==> src/rtl/fetch_stage.sv <==
// fetch_stage: instruction fetch with a one-entry stall buffer and redirect squashing.
// Redirects take effect only when decode is not stalled.
module fetch_stage #(
    parameter logic [31:0] RESET_PC = 32'h8000_0000,
    parameter logic [31:0] NOP      = 32'h83FF_F800
) (
    input  logic        clk,
    input  logic        reset,
    output logic        imem_req,
    output logic [31:0] imem_addr,
    input  logic        imem_ack,
    input  logic [31:0] imem_data,
    input  logic        stall,
    input  logic        redirect,
    input  logic [31:0] redirect_pc,
    output logic [31:0] ir_decode,
    output logic [31:0] pc_decode,
    output logic        decode_valid
);
    localparam logic [1:0] FETCH   = 2'd0;
    localparam logic [1:0] HOLD    = 2'd1;
    localparam logic [1:0] DISCARD = 2'd2;

    logic [1:0]  state;
    logic        started;
    logic [31:0] pc, hold_buf, hold_pc, tgt, target;
    logic        take;

    function automatic logic [31:0] inc(input logic [31:0] p);
        return {p[31], p[30:0] + 31'd4};
    endfunction

    assign target    = redirect_pc & ~32'h3;
    assign take      = redirect & ~stall;
    assign imem_req  = started & (state != HOLD);
    assign imem_addr = pc;

    always_ff @(posedge clk or posedge reset) begin
        if (reset) begin
            state        <= FETCH;
            started      <= 1'b0;
            pc           <= RESET_PC & ~32'h3;
            ir_decode    <= NOP;
            pc_decode    <= RESET_PC;
            decode_valid <= 1'b0;
            hold_buf     <= '0;
            hold_pc      <= '0;
            tgt          <= '0;
        end else if (!started) begin
            started <= 1'b1;
        end else if (take) begin
            ir_decode    <= NOP;
            decode_valid <= 1'b0;
            tgt          <= target;
            // an unanswered request must drain before the new PC may be issued
            if (state != HOLD && !imem_ack) begin
                state <= DISCARD;
            end else begin
                pc    <= target;
                state <= FETCH;
            end
        end else if (state == HOLD) begin
            if (!stall) begin
                ir_decode    <= hold_buf;
                pc_decode    <= inc(hold_pc);
                decode_valid <= 1'b1;
                state        <= FETCH;
            end
        end else if (state == DISCARD) begin
            if (!stall) begin
                ir_decode    <= NOP;
                decode_valid <= 1'b0;
            end
            if (imem_ack) begin
                pc    <= tgt;
                state <= FETCH;
            end
        end else if (imem_ack) begin
            pc <= inc(pc);
            if (stall) begin
                hold_buf <= imem_data;
                hold_pc  <= pc;
                state    <= HOLD;
            end else begin
                ir_decode    <= imem_data;
                pc_decode    <= inc(pc);
                decode_valid <= 1'b1;
            end
        end else if (!stall) begin
            ir_decode    <= NOP;
            decode_valid <= 1'b0;
        end
    end
endmodule

==> config.mk <==
export PLATFORM = sky130hd
export DESIGN_NAME = fetch_stage
export DESIGN_NICKNAME = d
export VERILOG_FILES = /design/src/rtl/fetch_stage.sv
export SDC_FILE = /design/constraint.sdc
export NUM_CORES = 1
export LEC_CHECK = 0
export CORE_AREA = 4 4 162 164
export DETAILED_ROUTE_END_ITERATION = 10
export DIE_AREA = 0 0 166 168
export DONT_BUFFER_PORTS = 1
export PLACE_DENSITY = 0.65
export SLEW_MARGIN = 30
export SYNTH_ARGS = -nofsm -noshare
export SYNTH_HDL_FRONTEND = slang
export SYNTH_SLANG_ARGS = --single-unit
==> constraint.sdc <==
create_clock -name clk -period 11.4 [get_ports clk]
set_input_delay 2.85 -clock clk [delete_from_list [all_inputs] [get_ports clk]]
set_output_delay 2.85 -clock clk [all_outputs]
set_load 0.005 [all_outputs]
==> results of run 1 <==
==> synthesized netlist by cell type, types with 6 or more instances <==
cell	instances	area (um^2)
inv_1	20	75.07
nor2_1	39	146.4
nand2b_1	14	87.58
nor3_1	17	85.08
a21oi_1	73	365.4
or4_1	6	45.04
o211ai_1	12	90.09
buf_1	7	26.28
nand3_1	41	205.2
nand4_1	15	93.84
nor4_1	14	87.58
o31ai_1	10	75.07
mux2_2	86	968.4
or3_1	6	37.54
mux2i_1	15	150.1
and3_1	6	37.54
o31a_1	7	61.31
o21ai_0	111	555.5
dfstp_2	18	473.0
xor2_1	13	113.9
dfrtp_1	170	4254
a31oi_1	10	62.56
o22a_1	18	157.7
xnor2_1	23	201.4
clkbuf_1	64	240.2
nand3b_1	19	142.6
o21a_1	6	45.04
nand2_1	119	446.7
and4_1	8	70.07
==> layer usage <==
layer  global-route usage  vias to the layer above  share of wire
li1                     -                     3603              -
met1               0.2527                     3573           0.44
met2               0.3015                      223           0.47
met3              0.06386                       26          0.079
met4              0.05488                        0          0.013
met5                    0                        -              0
==> sequential cells by signal (all words and copies together) (netlist names) <==
signal	flops
hold_pc	30
tgt	30
hold_buf	32
decode_valid	1
state	2
started	1
imem_addr	30
pc_decode	30
ir_decode	32
==> power breakdown <==
part / switching, mW / internal (mW)
sequential: 0.351 / 0.976
clock: 0.287 / 0.344
combinational: 0.482 / 0.415
total: 1.12 / 1.73
==> logic make-up (layout without fill, tap and decap cells) <==
group	count (synthesis)	count (layout)	synth area share
XOR/XNOR	36	36	0.03212
AND/OR/NAND/NOR	315	315	0.1596
AO/OA/AOI/OAI	273	273	0.1663
adder cells (fa/ha/maj)	5	5	0.006373
other	2	5	0.0007650
flip-flops	188	188	0.4815
buffers and inverters	98	67	0.03938
multiplexers	101	101	0.1139
==> final timing paths <==
kind,end
worst max register to register,pc_decode[18]
worst min register to register,tgt[17]
min in group asynchronous,pc_decode[3]
max in group asynchronous,ir_decode[5]
worst min-delay path,tgt[17]
worst max-delay path,imem_req
==> final cells by class <==
cell class,instances,area share
tap,330,0.03838
inverter,20,0.007675
sequential,188,0.4394
clock buffer,19,0.04210
multi-input combinational,735,0.4416
clock inverter,13,0.01558
timing repair buffer,15,0.01535
==> summary.txt, run 1 <==
Placement
  • DP Worst Slack: 6.463 ns
  • Placed cell count: 1,285
  • Cell Area, Placed: 10,060 um^2
  • PortBufs: 0
  • Routability cong.: 0.7936
  • Post-DP HPWL: 17,960 um

STA
  • Worst-margin pin slew: 0.8387 ns
  • Period utilization: 0.4111
  • Achievable Freq: 213.4 MHz
  • Final hold violations: 0
  • Clk_skew: 0.01323 ns
  • Min cycle time layout: 4.686 ns
  • Slew Limit Headroom: 0.4388
  • Slew Limit Fails: 0
  • Final setup fails: 0
  • RSZ-0062 raised after global routing: false
  • TNS Setup: 0 ns
  • Min setup slack post-route: 6.714 ns
  • WHS: 0.5008 ns

Hold path
  • Min-delay worst type: reg2reg
  • Min-delay src: tgt[17]
  • Hold depth: 1

Layout
  • Layout Utilization: 0.4322
  • Final instance area: 10,760 um^2
  • Final cell count without fillers: 1,320
  • Fill cell count: 2,324
  • Register Area: 4727 um^2
  • Most common cell after layout, fill and taps aside: dfrtp_1
  • Layout cells sized above 1: 0.1636
  • # nets final: 1,051
  • Area grow syn2layout: 9.598%
  • N_diodes: 0
  • Footprint of the multi-input gates: 4751 um^2
  • Commonest non-fill, non-tap cells in the layout: dfrtp_1 (170), nand2_1 (119), o21ai_0 (111), mux2_2 (86), a21oi_1 (73)

Run
  • Max-cap violations: 0

CTS
  • Clk root buf: clkbuf_16
  • Max Buffers Root-to-Sink: 2
  • Clock sinks: 188
  • Post-cts resize count: 0
  • Clock transition at path regs: 0.07 ns
  • Post-CTS Hold Buffers: 0
  • CTS buffer count: 17
  • CTS tree: yes
  • H-tree levels: 4
  • Clk_lat worst skew: 0.44 ns
  • Post-CTS Setup Bufs: 0

Floorplan
  • FP Rows: 58
  • Initial Util: 0.3944
  • Die Y: 168 um
  • Core area: 24,890 um^2
  • Die footprint: 27,890 um^2
  • Die width: 166 um
  • Io pins: 167

Logic synthesis
  • Synth Flop Type: dfrtp_1
  • Sequential-to-total area share from yosys stat: 0.4815
  • Yosys Warn Count: 0
  • FF+latch count, synth: 188
  • Post-synth EDFFs: 0
  • Syn avg cell area: 9.643 um^2
  • Synthesized area: 9817 um^2
  • Synth async-reset ratio: 1.000
  • Synth cell types: 56
  • Gate Count Post-Synth: 1,018

Power and ir drop
  • Tot Pwr: 2.855 mW
  • Leak: 4.225 nW
  • Peak supply drop: 0.1228 mV
  • Power per Cell Area: 265.4 nW/um^2

GRT
  • GRT Total Usage: 0.1911
  • Largest net degree at the start of global routing: 128
  • Wire length of the first global-routing pass: 42,520 um
  • Total gr overflow: 0
  • Initial antenna violation count: 0
  • Vias in the first global route: 7,288

Worst setup path
  • Critical path type: reg2out
  • R2r worst-path depth: 9
  • Crit. path cell count: 4
  • Critical Path RT: 8.55 ns
  • Crit-path cells: inv_1, ha_4, buf_12, nor2b_1
  • Worst-path maximum fanout: 57
  • CP Launch Type: flop
  • Max incr delay on CP: 0.42 ns
  • Crit-path slowest cell: dfrtp_1
  • CP Launch Point: state[1]
  • Arrival @ worst endpoint: 1.84 ns
  • Endpoint class of the critical path: primary output
  • Delay-heaviest family, CP: flip-flops
  • FF-to-FF setup slack: 8.09 ns
  • Buf/Inv on CP: 2
  • R2R Path Start: state[0]

Route
  • Vias: 7,425
  • DRT antenna net count: 0
  • 1st-pass router iterations: 5
  • WL/cell: 20.20 um
  • Starting DRT DRC Count: 532
  • Residual DRC count: 0
  • WL final: 26,670 um
  • Vias/cell: 5.625

Status
  • Status: finished, final reports clean
Power figures use the tool's default switching activity.
==> inputs of run 2 (changes only) <==
--- a/config.mk
+++ b/config.mk
@@ -9,7 +9,7 @@
 export DETAILED_ROUTE_END_ITERATION = 10
 export DIE_AREA = 0 0 166 168
 export DONT_BUFFER_PORTS = 1
-export PLACE_DENSITY = 0.65
+export PLACE_DENSITY = 0.67
 export SLEW_MARGIN = 30
 export SYNTH_ARGS = -nofsm -noshare
 export SYNTH_HDL_FRONTEND = slang
==> constraint.sdc (replaced) <==
create_clock -name clk -period 3.8 [get_ports clk]
set_input_delay 0.95 -clock clk [delete_from_list [all_inputs] [get_ports clk]]
set_output_delay 0.95 -clock clk [all_outputs]
set_load 0.005 [all_outputs]
==> run 2 against run 1 <==
First-iteration DRC count grew 18%. Global-route usage shrank 0.069 points. Final cell count is essentially flat. Sequential cell count is the same. Via count grew 2.9%. Die area is the same. Worst setup slack lost 6.0 ns. Critical path depth is the same. Register-to-register slack lost 7.1 ns. Utilization shrank 0.18 points. Worst hold slack lost 0.0013 ns. Critical endpoint unchanged.
==> summary.txt, run 2 (synthesis gave the netlist of run 1 again) <==
CTS
  • CTS buffer count: 17 (unchanged)
  • Post-CTS Hold Buffers: 0 (unchanged)
  • Post-cts resize count: 0 (unchanged)
  • Clock transition at path regs: 0.08 ns (about the same)
  • Clock sinks: 188 (unchanged)
  • Post-CTS Setup Bufs: 0 (unchanged)
  • CTS tree: yes
  • H-tree levels: 4 (unchanged)
  • Clk_lat worst skew: 0.44 ns (about the same)
  • Max Buffers Root-to-Sink: 2 (unchanged)
  • Clk root buf: clkbuf_16

Worst setup path
  • Endpoint class of the critical path: primary output
  • CP Launch Point: state[1]
  • R2r worst-path depth: 5 (-4)
  • FF-to-FF setup slack: 1.01 ns (-7.08 ns)
  • Critical Path RT: 2.85 ns (-5.70 ns)
  • Worst-path maximum fanout: 67 (+18%)
  • Arrival @ worst endpoint: 2.14 ns (+0.30 ns)
  • Critical path type: reg2out
  • Worst Setup EP: imem_req
  • R2R Path Start: imem_addr[7]
  • RR Endpoint: pc_decode[28]
  • CP Launch Type: flop

STA
  • Period utilization: 0.8136
  • TNS Setup: 0 ns (unchanged)
  • WHS: 0.4995 ns (-0.001302 ns)
  • Slew Limit Headroom: 0.3375 (-0.1013)
  • Min cycle time layout: 3.092 ns
  • Final setup fails: 0 (unchanged)
  • RSZ-0062 raised after global routing: false
  • Worst-margin pin slew: 0.9937 ns (+0.1551 ns)
  • Min setup slack post-route: 0.7082 ns (-6.006 ns)
  • Achievable Freq: 323.4 MHz
  • Clk_skew: 0.01909 ns (+0.005864 ns)
  • Final hold violations: 0 (unchanged)
  • Slew Limit Fails: 0 (unchanged)

Floorplan
  • Die width: 166 um (unchanged)
  • Die Y: 168 um (unchanged)
  • Die footprint: 27,890 um^2 (unchanged)
  • Core area: 24,890 um^2 (unchanged)
  • Io pins: 167 (unchanged)
  • FP Rows: 58 (unchanged)
  • Initial Util: 0.3944 (unchanged)

Placement
  • Routability cong.: 0.8726 (+10%)
  • Post-DP HPWL: 18,540 um (+3.2%)
  • PortBufs: 0 (unchanged)
  • DP Worst Slack: 1.042 ns (-5.420 ns)

Layout
  • Layout cells sized above 1: 0.1625 (-0.001174)
  • Commonest non-fill, non-tap cells in the layout: dfrtp_1 (170), nand2_1 (119), o21ai_0 (111), mux2_2 (86), a21oi_1 (73)
  • Most common cell after layout, fill and taps aside: dfrtp_1
  • N_diodes: 0 (unchanged)
  • Top Registers: hold_buf (32), ir_decode (32)
  • Layout Utilization: 0.4305 (-0.001759)
  • Fill cell count: 2,333 (+0.39%)
  • # nets final: 1,052 (+0.095%)
  • Area grow syn2layout: 9.151%

Power and ir drop
  • Peak supply drop: 0.3497 mV (+180%)
  • Power per Cell Area: 789.1 nW/um^2 (+200%)
  • Leak: 4.196 nW (-0.67%)

Hold path
  • Min-delay src: tgt[18]
  • Min-delay worst type: reg2reg

Route
  • Vias: 7,638 (+2.9%)
  • 1st-pass router iterations: 5 (unchanged)
  • WL/cell: 20.37 um (+0.80%)
  • Starting DRT DRC Count: 629 (+18%)
  • Vias/cell: 5.782 (+2.8%)
  • Residual DRC count: 0 (unchanged)
  • WL final: 26,910 um (+0.88%)
  • DRT antenna net count: 0 (unchanged)

GRT
  • Wire length of the first global-routing pass: 42,590 um (+0.18%)
  • Largest net degree at the start of global routing: 119 (-7.0%)
  • GRT Total Usage: 0.1904 (-0.0006865)
  • Vias in the first global route: 7,312 (+0.33%)
  • Initial antenna violation count: 0 (unchanged)
  • Total gr overflow: 0 (unchanged)

Status
  • Status: finished, final reports clean

Run
  • Max-cap violations: 0 (unchanged)
[run 2: changes by cell type in the layout (fill, tap and decap cells not counted), moves of 2 or more]
| cell | before | now |
|---|---|---|
| inv_6 | 5 | 3 |
| clkinvlp_4 | 1 | 3 |
| clkbuf_1 | 0 | 2 |
| clkbuf_8 | 2 | 0 |
[run 2: cell type report]
class	count	area, um^2	area share
multi-input cells	735	4738	0.4422
flip-flops and latches	188	4727	0.4411
clock buffers	19	432.9	0.04040
well taps	330	412.9	0.03853
repair buffers	16	172.7	0.01611
clock inverters	13	152.6	0.01425
inverters	20	78.83	0.007356
[run 2: worst max-delay path, cell delays in order, from the launching register on]
cell and delay [ns]:
dfrtp_1 0.42, inv_1 0.13, ha_4 0.35, buf_4 0.57, nor2b_1 0.17
[run 2: worst min path at each step]
stage	endpoint	depth (start not counted)	slack, ns
after global routing	tgt[12]	1	0.51
after CTS	tgt[20]	1	0.50
after global placement	tgt[19]	1	0.48
after detailed placement	tgt[6]	1	0.48
after floorplan	pc_decode[31]	2	0.47
final	tgt[18]	1	0.50
[run 2: metrics by stage]
| stage | power, mW | instance area, um^2 | cells |
|---|---|---|---|
| after global placement | 6.576 | 10070 | 1287 |
| after floorplan | 5.811 | 9832 | 1021 |
| after CTS | 8.548 | 10720 | 1321 |
| after global routing | 9.088 | 10720 | 1321 |
| after detailed placement | 6.723 | 10130 | 1289 |
| final | 8.456 | 10720 | 1321 |
[run 2: per-layer routing]
| layer | track usage | routed length, um | vias up |
|---|---|---|---|
| met5 | 0 | 0 | - |
| met2 | 0.3004 | 12590 | 235 |
| met3 | 0.05893 | 2175 | 28 |
| li1 | - | - | 3596 |
| met1 | 0.2554 | 11660 | 3779 |
| met4 | 0.05344 | 478 | 0 |
[run 2: power breakdown]
| part | internal (mW) | switching [mW] | leakage, nW |
|---|---|---|---|
| registers | 2.93 | 1.06 | 2.26 |
| clock network | 0.934 | 0.862 | 0.278 |
| logic | 1.22 | 1.45 | 1.66 |
==> inputs of run 3 (changes only) <==
--- a/config.mk
+++ b/config.mk
@@ -9,7 +9,7 @@
 export DETAILED_ROUTE_END_ITERATION = 10
 export DIE_AREA = 0 0 166 168
 export DONT_BUFFER_PORTS = 1
-export PLACE_DENSITY = 0.67
+export PLACE_DENSITY = 0.65
 export SLEW_MARGIN = 30
 export SYNTH_ARGS = -nofsm -noshare
 export SYNTH_HDL_FRONTEND = slang
==> constraint.sdc (replaced) <==
create_clock -name clk -period 3.15 [get_ports clk]
set_input_delay 0.7875 -clock clk [delete_from_list [all_inputs] [get_ports clk]]
set_output_delay 0.7875 -clock clk [all_outputs]
set_load 0.005 [all_outputs]
==> run 3 against run 2 <==
Routed wire length fell by 0.93%. Global-route usage fell by 0.14 points. Clock power rose by 18%. Final cell count rose by 0.38%. Worst setup slack got worse by 0.49 ns. Die area did not move. Critical path type unchanged. Largest cell class unchanged.
==> summary.txt, run 3 (synthesis gave the netlist of run 1 again) <==
Layout
  • Commonest non-fill, non-tap cells in the layout: dfrtp_1 (170), nand2_1 (119), o21ai_0 (111), mux2_2 (86), a21oi_1 (73)
  • Final instance area: 10,730 um^2 (about the same)
  • Area grow syn2layout: 9.253% (about the same)
  • Layout Utilization: 0.4309 (about the same)
  • Top Registers: hold_buf (32), ir_decode (32)
  • N_diodes: 0 (unchanged)
  • # nets final: 1,058 (+0.57%)
  • Fill cell count: 2,348 (+0.64%)
  • Most common cell after layout, fill and taps aside: dfrtp_1
  • Layout cells sized above 1: 0.1677 (+0.005209)

Route
  • Residual DRC count: 0 (unchanged)
  • DRT antenna net count: 0 (unchanged)
  • WL final: 26,660 um (-0.93%)
  • 1st-pass router iterations: 5 (unchanged)
  • WL/cell: 20.10 um (-1.3%)
  • Met1 Routed Length: 11,240 um (-3.6%)
  • Met2 WL: 12,680 um (+0.69%)
  • Vias: 7,650 (+0.16%)
  • Vias/cell: 5.769 (-0.22%)
  • Starting DRT DRC Count: 599 (-4.8%)
  • Top sig layer: met4
  • Met3 wire len: 2299 um (+5.7%)

CTS
  • H-tree levels: 4 (unchanged)
  • Clk root buf: clkbuf_16
  • Max Buffers Root-to-Sink: 2 (unchanged)
  • CTS buffer count: 17 (unchanged)
  • Post-CTS Hold Buffers: 0 (unchanged)
  • Clock sinks: 188 (unchanged)
  • Clk_lat worst skew: 0.43 ns (about the same)
  • Clock transition at path regs: 0.07 ns (about the same)
  • Post-cts resize count: 0 (unchanged)
  • Post-CTS Setup Bufs: 0 (unchanged)
  • CTS tree: yes

Worst setup path
  • Crit-path slowest cell: buf_4
  • R2r worst-path depth: 6 (+1)
  • Crit-path cells: inv_1, ha_4, buf_4, nor2b_1
  • Critical Path RT: 2.36 ns (-0.49 ns)
  • Max incr delay on CP: 0.60 ns (+0.03 ns)
  • CP Launch Point: state[1]
  • CP Launch Type: flop
  • R2R Path Start: imem_addr[3]
  • Endpoint class of the critical path: primary output
  • FF-to-FF setup slack: 0.47 ns (-0.54 ns)
  • Arrival @ worst endpoint: 2.14 ns (about the same)
  • RR Endpoint: pc_decode[28]
  • Worst-path maximum fanout: 68 (+1.5%)
  • Worst Setup EP: imem_req
  • Critical path type: reg2out

STA
  • Slew Limit Headroom: 0.4681 (+0.1306)
  • RSZ-0062 raised after global routing: false
  • Slew Limit Fails: 0 (unchanged)
  • Clk_skew: 0.01142 ns (-0.007672 ns)
  • Final setup fails: 0 (unchanged)
  • Min cycle time layout: 2.932 ns
  • WHS: 0.3435 ns (-0.1560 ns)
  • Worst-margin pin slew: 0.7979 ns (-0.1959 ns)
  • Final hold violations: 0 (unchanged)
  • Period utilization: 0.9309
  • Achievable Freq: 341.0 MHz
  • Min setup slack post-route: 0.2178 ns (-0.4905 ns)

Floorplan
  • Die width: 166 um (unchanged)
  • Core area: 24,890 um^2 (unchanged)
  • Die footprint: 27,890 um^2 (unchanged)
  • Io pins: 167 (unchanged)
  • Die Y: 168 um (unchanged)
  • Initial Util: 0.3944 (unchanged)
  • FP Rows: 58 (unchanged)

GRT
  • Total gr overflow: 0 (unchanged)
  • Initial antenna violation count: 0 (unchanged)
  • Largest net degree at the start of global routing: 123 (+3.4%)
  • GRT Total Usage: 0.1891 (-0.001363)
  • Wire length of the first global-routing pass: 42,410 um (-0.44%)
  • Vias in the first global route: 7,410 (+1.3%)

Power and ir drop
  • Peak supply drop: 0.5012 mV (+43%)
  • Power per Cell Area: 947.9 nW/um^2 (+20%)
  • Leak: 4.214 nW (+0.41%)
  • Tot Pwr: 10.17 mW (+20%)

Hold path
  • Min-delay worst type: in2async

Status
  • Status: finished, final reports clean

Placement
  • PortBufs: 0 (unchanged)
  • Cell Area, Placed: 10,150 um^2 (+0.17%)
  • DP Worst Slack: 0.5034 ns (-0.5390 ns)
  • Post-DP HPWL: 18,530 um (about the same)
  • Routability cong.: 0.8654 (-0.83%)

Run
  • Max-cap violations: 0 (unchanged)
==> run 3: changes by cell type in the layout (fill, tap and decap cells not counted), sizes merged <==
cell	delta
clkinv	-1
buf	+6
==> run 3: final cells by class <==
class	instances	area (um^2)	area share
multi-input cells	735	4738	0.4418
flip-flops and latches	188	4727	0.4407
clock buffers	19	442.9	0.04130
well taps	330	412.9	0.03850
repair buffers	22	190.2	0.01773
clock inverters	12	135.1	0.01260
inverters	20	78.83	0.007350
==> run 3: metrics by stage <==
stage                     TNS [ns]  cells
after floorplan             -7.359   1021
after global placement           0   1295
after detailed placement         0   1295
after CTS                        0   1326
after global routing             0   1326
final                            0   1326
==> run 3: critical path: cells and delay by family (launching register included) <==
family                   cells  cell delay (ns)
buffers and inverters        2             0.73
AND/OR/NAND/NOR              1             0.16
adder cells (fa/ha/maj)      1             0.34
flip-flops                   1             0.42
==> run 3: power by group <==
part | internal (mW) | switching (mW) | leakage [nW]
Combinational | 1.49 | 1.77 | 1.68
Sequential | 3.53 | 1.24 | 2.26
Clock | 1.14 | 0.992 | 0.279
Total | 6.16 | 4.01 | 4.21
==> run 3: worst min-delay path by stage <==
| stage | slack [ns] | cells after the start | endpoint | startpoint |
|---|---|---|---|---|
| 3_3_place_gp | 0.48 | 1 | tgt[12] | tgt[12] |
| 3_5_place_dp | 0.48 | 1 | tgt[17] | tgt[17] |
| 2_1_floorplan | 0.47 | 2 | pc_decode[31] | pc_decode[31] |
| 5_1_grt | 0.36 | 2 | pc_decode[2] | reset |
| 6_report | 0.34 | 2 | pc_decode[2] | reset |
| 4_1_cts | 0.36 | 2 | hold_buf[25] | reset |
==> run 3: routing by layer <==
layer	up-vias	track usage
met5	-	0
met4	0	0.04519
met3	29	0.06527
met1	3730	0.2397
li1	3625	-
met2	266	0.3134
==> RTL change 1: new RTL, config.mk and constraints of run 3 <==
Reset style: synchronous (`reset`), changed in one clocked block.
--- a/src/rtl/fetch_stage.sv
+++ b/src/rtl/fetch_stage.sv
@@ -35,7 +35,7 @@
     assign imem_req  = started & (state != HOLD);
     assign imem_addr = pc;
 
-    always_ff @(posedge clk or posedge reset) begin
+    always_ff @(posedge clk) begin
         if (reset) begin
             state        <= FETCH;
             started      <= 1'b0;
Function: not settled (the Yosys comparison gave no result); the edit may change what the design does.
==> RTL change 1 against run 3 <==
- critical path depth is 3 higher
- sequential cell count stayed put
- maximum frequency increased by 13%
- wire length up 16%
- synthesized area fell by 0.23%
- worst setup slack better by 0.34 ns
- first-iteration DRC count increased by 51%
- synthesized cell count increased by 29%
- via count up 22%
- register-to-register slack better by 0.09 ns
- design area fell by 1.6%
- largest cell class unchanged
Power is not compared: it rests on default switching activity, and its combinational part moved more than twofold at a synthesized area within 25%.
==> RTL change 1: results (changes against run 3) <==
* Drt initial violations at 902 (+51%)
* Met1 WL at 12900 um (+15%)
* Worst Hold Class: input port to flip-flop
* Synth top cells by count: nand2_1 (278), dfxtp_1 (188), a21oi_1 (140)
* Largest net degree at the start of global routing at 154 (+25%)
* Multiplexer share of the synthesized area at 0.0102 (-0.104)
* Via density at 5.87 (+1.8%)
* Register area share after synthesis at 0.384 (-0.0973)
* P_leak at 0.00356 uW
* Async set-reset flop share out of synthesis at 0 (-1.00)
* Crit Path Max Fanout at 33 (-51%)
* Met3 wire length at 2880 um (+25%)
* Met1 Usage GRT at 0.265 (+0.0253)
* Post-CTS Setup Bufs at 0 (unchanged)
* Clock skew at 0.00918 ns (-0.00223 ns)
* Initial antenna violation count at 0 (unchanged)
* NumNets Final at 1316 (+24%)
* Metal2 WL at 14600 um (+15%)
* Total iterations of the first detailed-routing run at 7 (+2)
* Layout cells sized above 1 at 0.0701 (-0.0976)
* First-pass GRT wire length at 49300 um (+16%)
* Via count at 9307 (+22%)
* Via count of the first global-routing pass at 8794 (+19%)
* Slowest stage delay, CP at 0.44 ns (-0.16 ns)
* Placed cell count at 1553 (+20%)
* Data arrival, critical path at 2.95 ns (+0.81 ns)
* Clk pin slew, worst setup/hold paths at 0.07 ns (about the same)
* Synth Area in Compound Gates at 0.242 (+0.0755)
* Met3 GRT Util at 0.0831 (+0.0178)
* Wire per inst at 19.6 um (-2.5%)
* Internal Pwr Total at 3780 uW
* Met2 Track Usage GR at 0.353 (+0.0398)
* GRT Total Usage at 0.216 (+0.0265)
* Synthesized-area fraction occupied by adder cells at 0.00639 (+0.0000147)
* Number of diodes at 0 (unchanged)
* Root Driver: clkbuf_16
* CP max-delay cell: a211oi_4
* Ys flop type: dfxtp_1
* Post-DP HPWL at 21100 um (+14%)
* YS warnings at 0 (unchanged)
* Run status: finished, final reports clean
* Avg Synthesized Cell Area at 7.47 um^2 (-23%)
* Synth Area in XOR/XNOR at 0.0224 (-0.00976)
* Slew headroom at 0.405 (-0.0633)
* Gpl congestion at 0.869 (+0.39%)
* Num CTS Buffers at 17 (unchanged)
* Worst vdd ir at 0.000300 V
* Synth cell types at 74 (+32%)
* Delay-heaviest family, CP: compound AO/OA/AOI/OAI gates
* Synth area leaders: dfxtp_1 (38%), nand2_1 (11%), a21oi_1 (7.2%), o21ai_0 (4.1%), clkbuf_1 (3.7%)
RTL change 1: stage by stage:
step	setup WS, ns	cell area [um^2]
3_3_place_gp	0.642	9970
3_5_place_dp	0.600	9980
4_1_cts	0.541	10600
2_1_floorplan	0.696	9810
5_1_grt	0.339	10600
6_report	0.558	10600
RTL change 1: cell type report:
class                      instances  area, um^2
multi-input combinational        974        5460
tap                              330         413
timing repair buffer              27         215
clock buffer                      20         467
inverter                          34         128
clock inverter                    12         113
fill                            2541       14300
sequential                       188        3760
RTL change 1: final timing paths:
kind	from	end	slack (ns)	depth (start not counted)
setup / recovery	state[1]$_SDFFE_PP0P_	pc_decode[29]$_SDFFE_PP0P_	0.56	7
hold / removal	reset	ir_decode[28]$_SDFFE_PP0P_	0.43	1
setup reg to reg	state[1]$_SDFFE_PP0P_	pc_decode[29]$_SDFFE_PP0P_	0.56	7
hold reg to reg	tgt[12]$_SDFFE_PP0P_	tgt[12]$_SDFFE_PP0P_	0.45	2
==> RTL change 2: new RTL, flow settings as in run 3 <==
Without the edit above. `HOLD`: 2'd1 -> 2'd0.
--- a/src/rtl/fetch_stage.sv
+++ b/src/rtl/fetch_stage.sv
@@ -18,7 +18,7 @@
     output logic        decode_valid
 );
     localparam logic [1:0] FETCH   = 2'd0;
-    localparam logic [1:0] HOLD    = 2'd1;
+    localparam logic [1:0] HOLD    = 2'd0;
     localparam logic [1:0] DISCARD = 2'd2;
 
     logic [1:0]  state;
Check against the original RTL: not settled (the Yosys comparison gave no result); the edit may change what the design does.
==> RTL change 2 against run 3 <==
- synthesized area decreased by 59%
- combinational power is 92% lower
- total power down 72%
- non-clock buffer count is 12 lower
- sequential cell count decreased by 94
- cell count is 49% lower
- wire length decreased by 62%
- worst setup slack better by 0.98 ns
- via count shrank 68%
- design area fell by 57%
- sequential share of layout area increased by 7.1 points
- first-iteration DRC count down 85%
- critical endpoint is now ir_decode[16]
- largest power group unchanged
- highest routed layer unchanged
==> RTL change 2: results (changes against run 3) <==
* Synthesized-area fraction occupied by adder cells at 0.00308 (-0.00329)
* Fillers at 2703 (+15%)
* Post-DP HPWL at 7240 um (-61%)
* Hold_ws at 0.387 ns (+0.0440 ns)
* Met2 Track Usage GR at 0.113 (-0.200)
* Crit Path Max Fanout at 17 (-75%)
* Multiplexer share of the synthesized area at 0.100 (-0.0137)
* Worst vdd ir at 0.000211 V (-58%)
* Area growth syn-to-layout at 13.5%
* Seq pwr at 1500 uW (-69%)
* Inverter count at 4 (-80%)
* Synth area leaders: dfrtp_1 (56%), mux2_1 (7.8%), buf_4 (7.4%), nor2b_1 (4.5%), o21ai_0 (3.8%)
* Signal buffers at 10 (-55%)
* FF-to-FF setup slack at 1.28 ns (+0.81 ns)
* Met1 WL at 4400 um (-61%)
* Num CTS Buffers at 9 (-8)
* Reg area at 2360 um^2 (-50%)
* Synth Area in Compound Gates at 0.0910 (-0.0753)
* Synth cell types at 40 (-29%)
* Synth top cells by count: dfrtp_1 (91), buf_4 (40), nand2_1 (31), o21ai_0 (31), nor2b_1 (29)
* Met3 GRT Util at 0.0380 (-0.0272)
* Multi-input gates at 218 (-70%)
* Clk_buf instances at 10 (-9)
* FF-to-FF path depth at 5 (-1)
* Drt initial violations at 90 (-85%)
* Multi-input logic area at 1410 um^2 (-70%)
* Metal2 WL at 4630 um (-63%)
* Register area share after synthesis at 0.581 (+0.0993)
* Met3 wire length at 1000 um (-56%)
* Run status: finished, final reports clean
* Slew at the pin closest to its max-slew limit at 0.669 ns (-0.129 ns)
* H-tree levels at 3 (-1)
* Synth Area in XOR/XNOR at 0.00216 (-0.0300)
* Skew-Pair Late Insertion Delay at 0.35 ns (-0.08 ns)
* NetSw at 791 uW (-80%)
* Fin cells at 673 (-49%)
* Finished Cell Area at 4600 um^2 (-57%)
-- RTL change 2: cell count changes in the layout (fill, tap and decap cells not counted), moves of 19 or more --
cell,run 3,this run
mux2_1,0,28
mux2_2,86,1
xnor2_1,23,1
a21oi_1,73,8
nor2b_1,4,29
o21ai_0,111,31
nand2_1,119,31
nor2_1,39,9
dfrtp_1,170,91
nand3b_1,19,0
nand3_1,41,2
-- RTL change 2: worst max-delay path by stage --
stage | startpoint | endpoint | slack (ns) | cells after the start
CTS | ir_decode[25]$_DFFE_PP1P_ | ir_decode[16] | 1.17 | 0
detailed placement | imem_ack | imem_addr[12]$_DFFE_PP0P_ | 0.98 | 5
finish | ir_decode[25]$_DFFE_PP1P_ | ir_decode[16] | 1.20 | 0
global route | ir_decode[25]$_DFFE_PP1P_ | ir_decode[13] | 1.11 | 0
global placement | imem_ack | imem_addr[28]$_DFFE_PP0P_ | 0.73 | 4
floorplan | reset | decode_valid$_DFFE_PP0P_ | 1.26 | 1
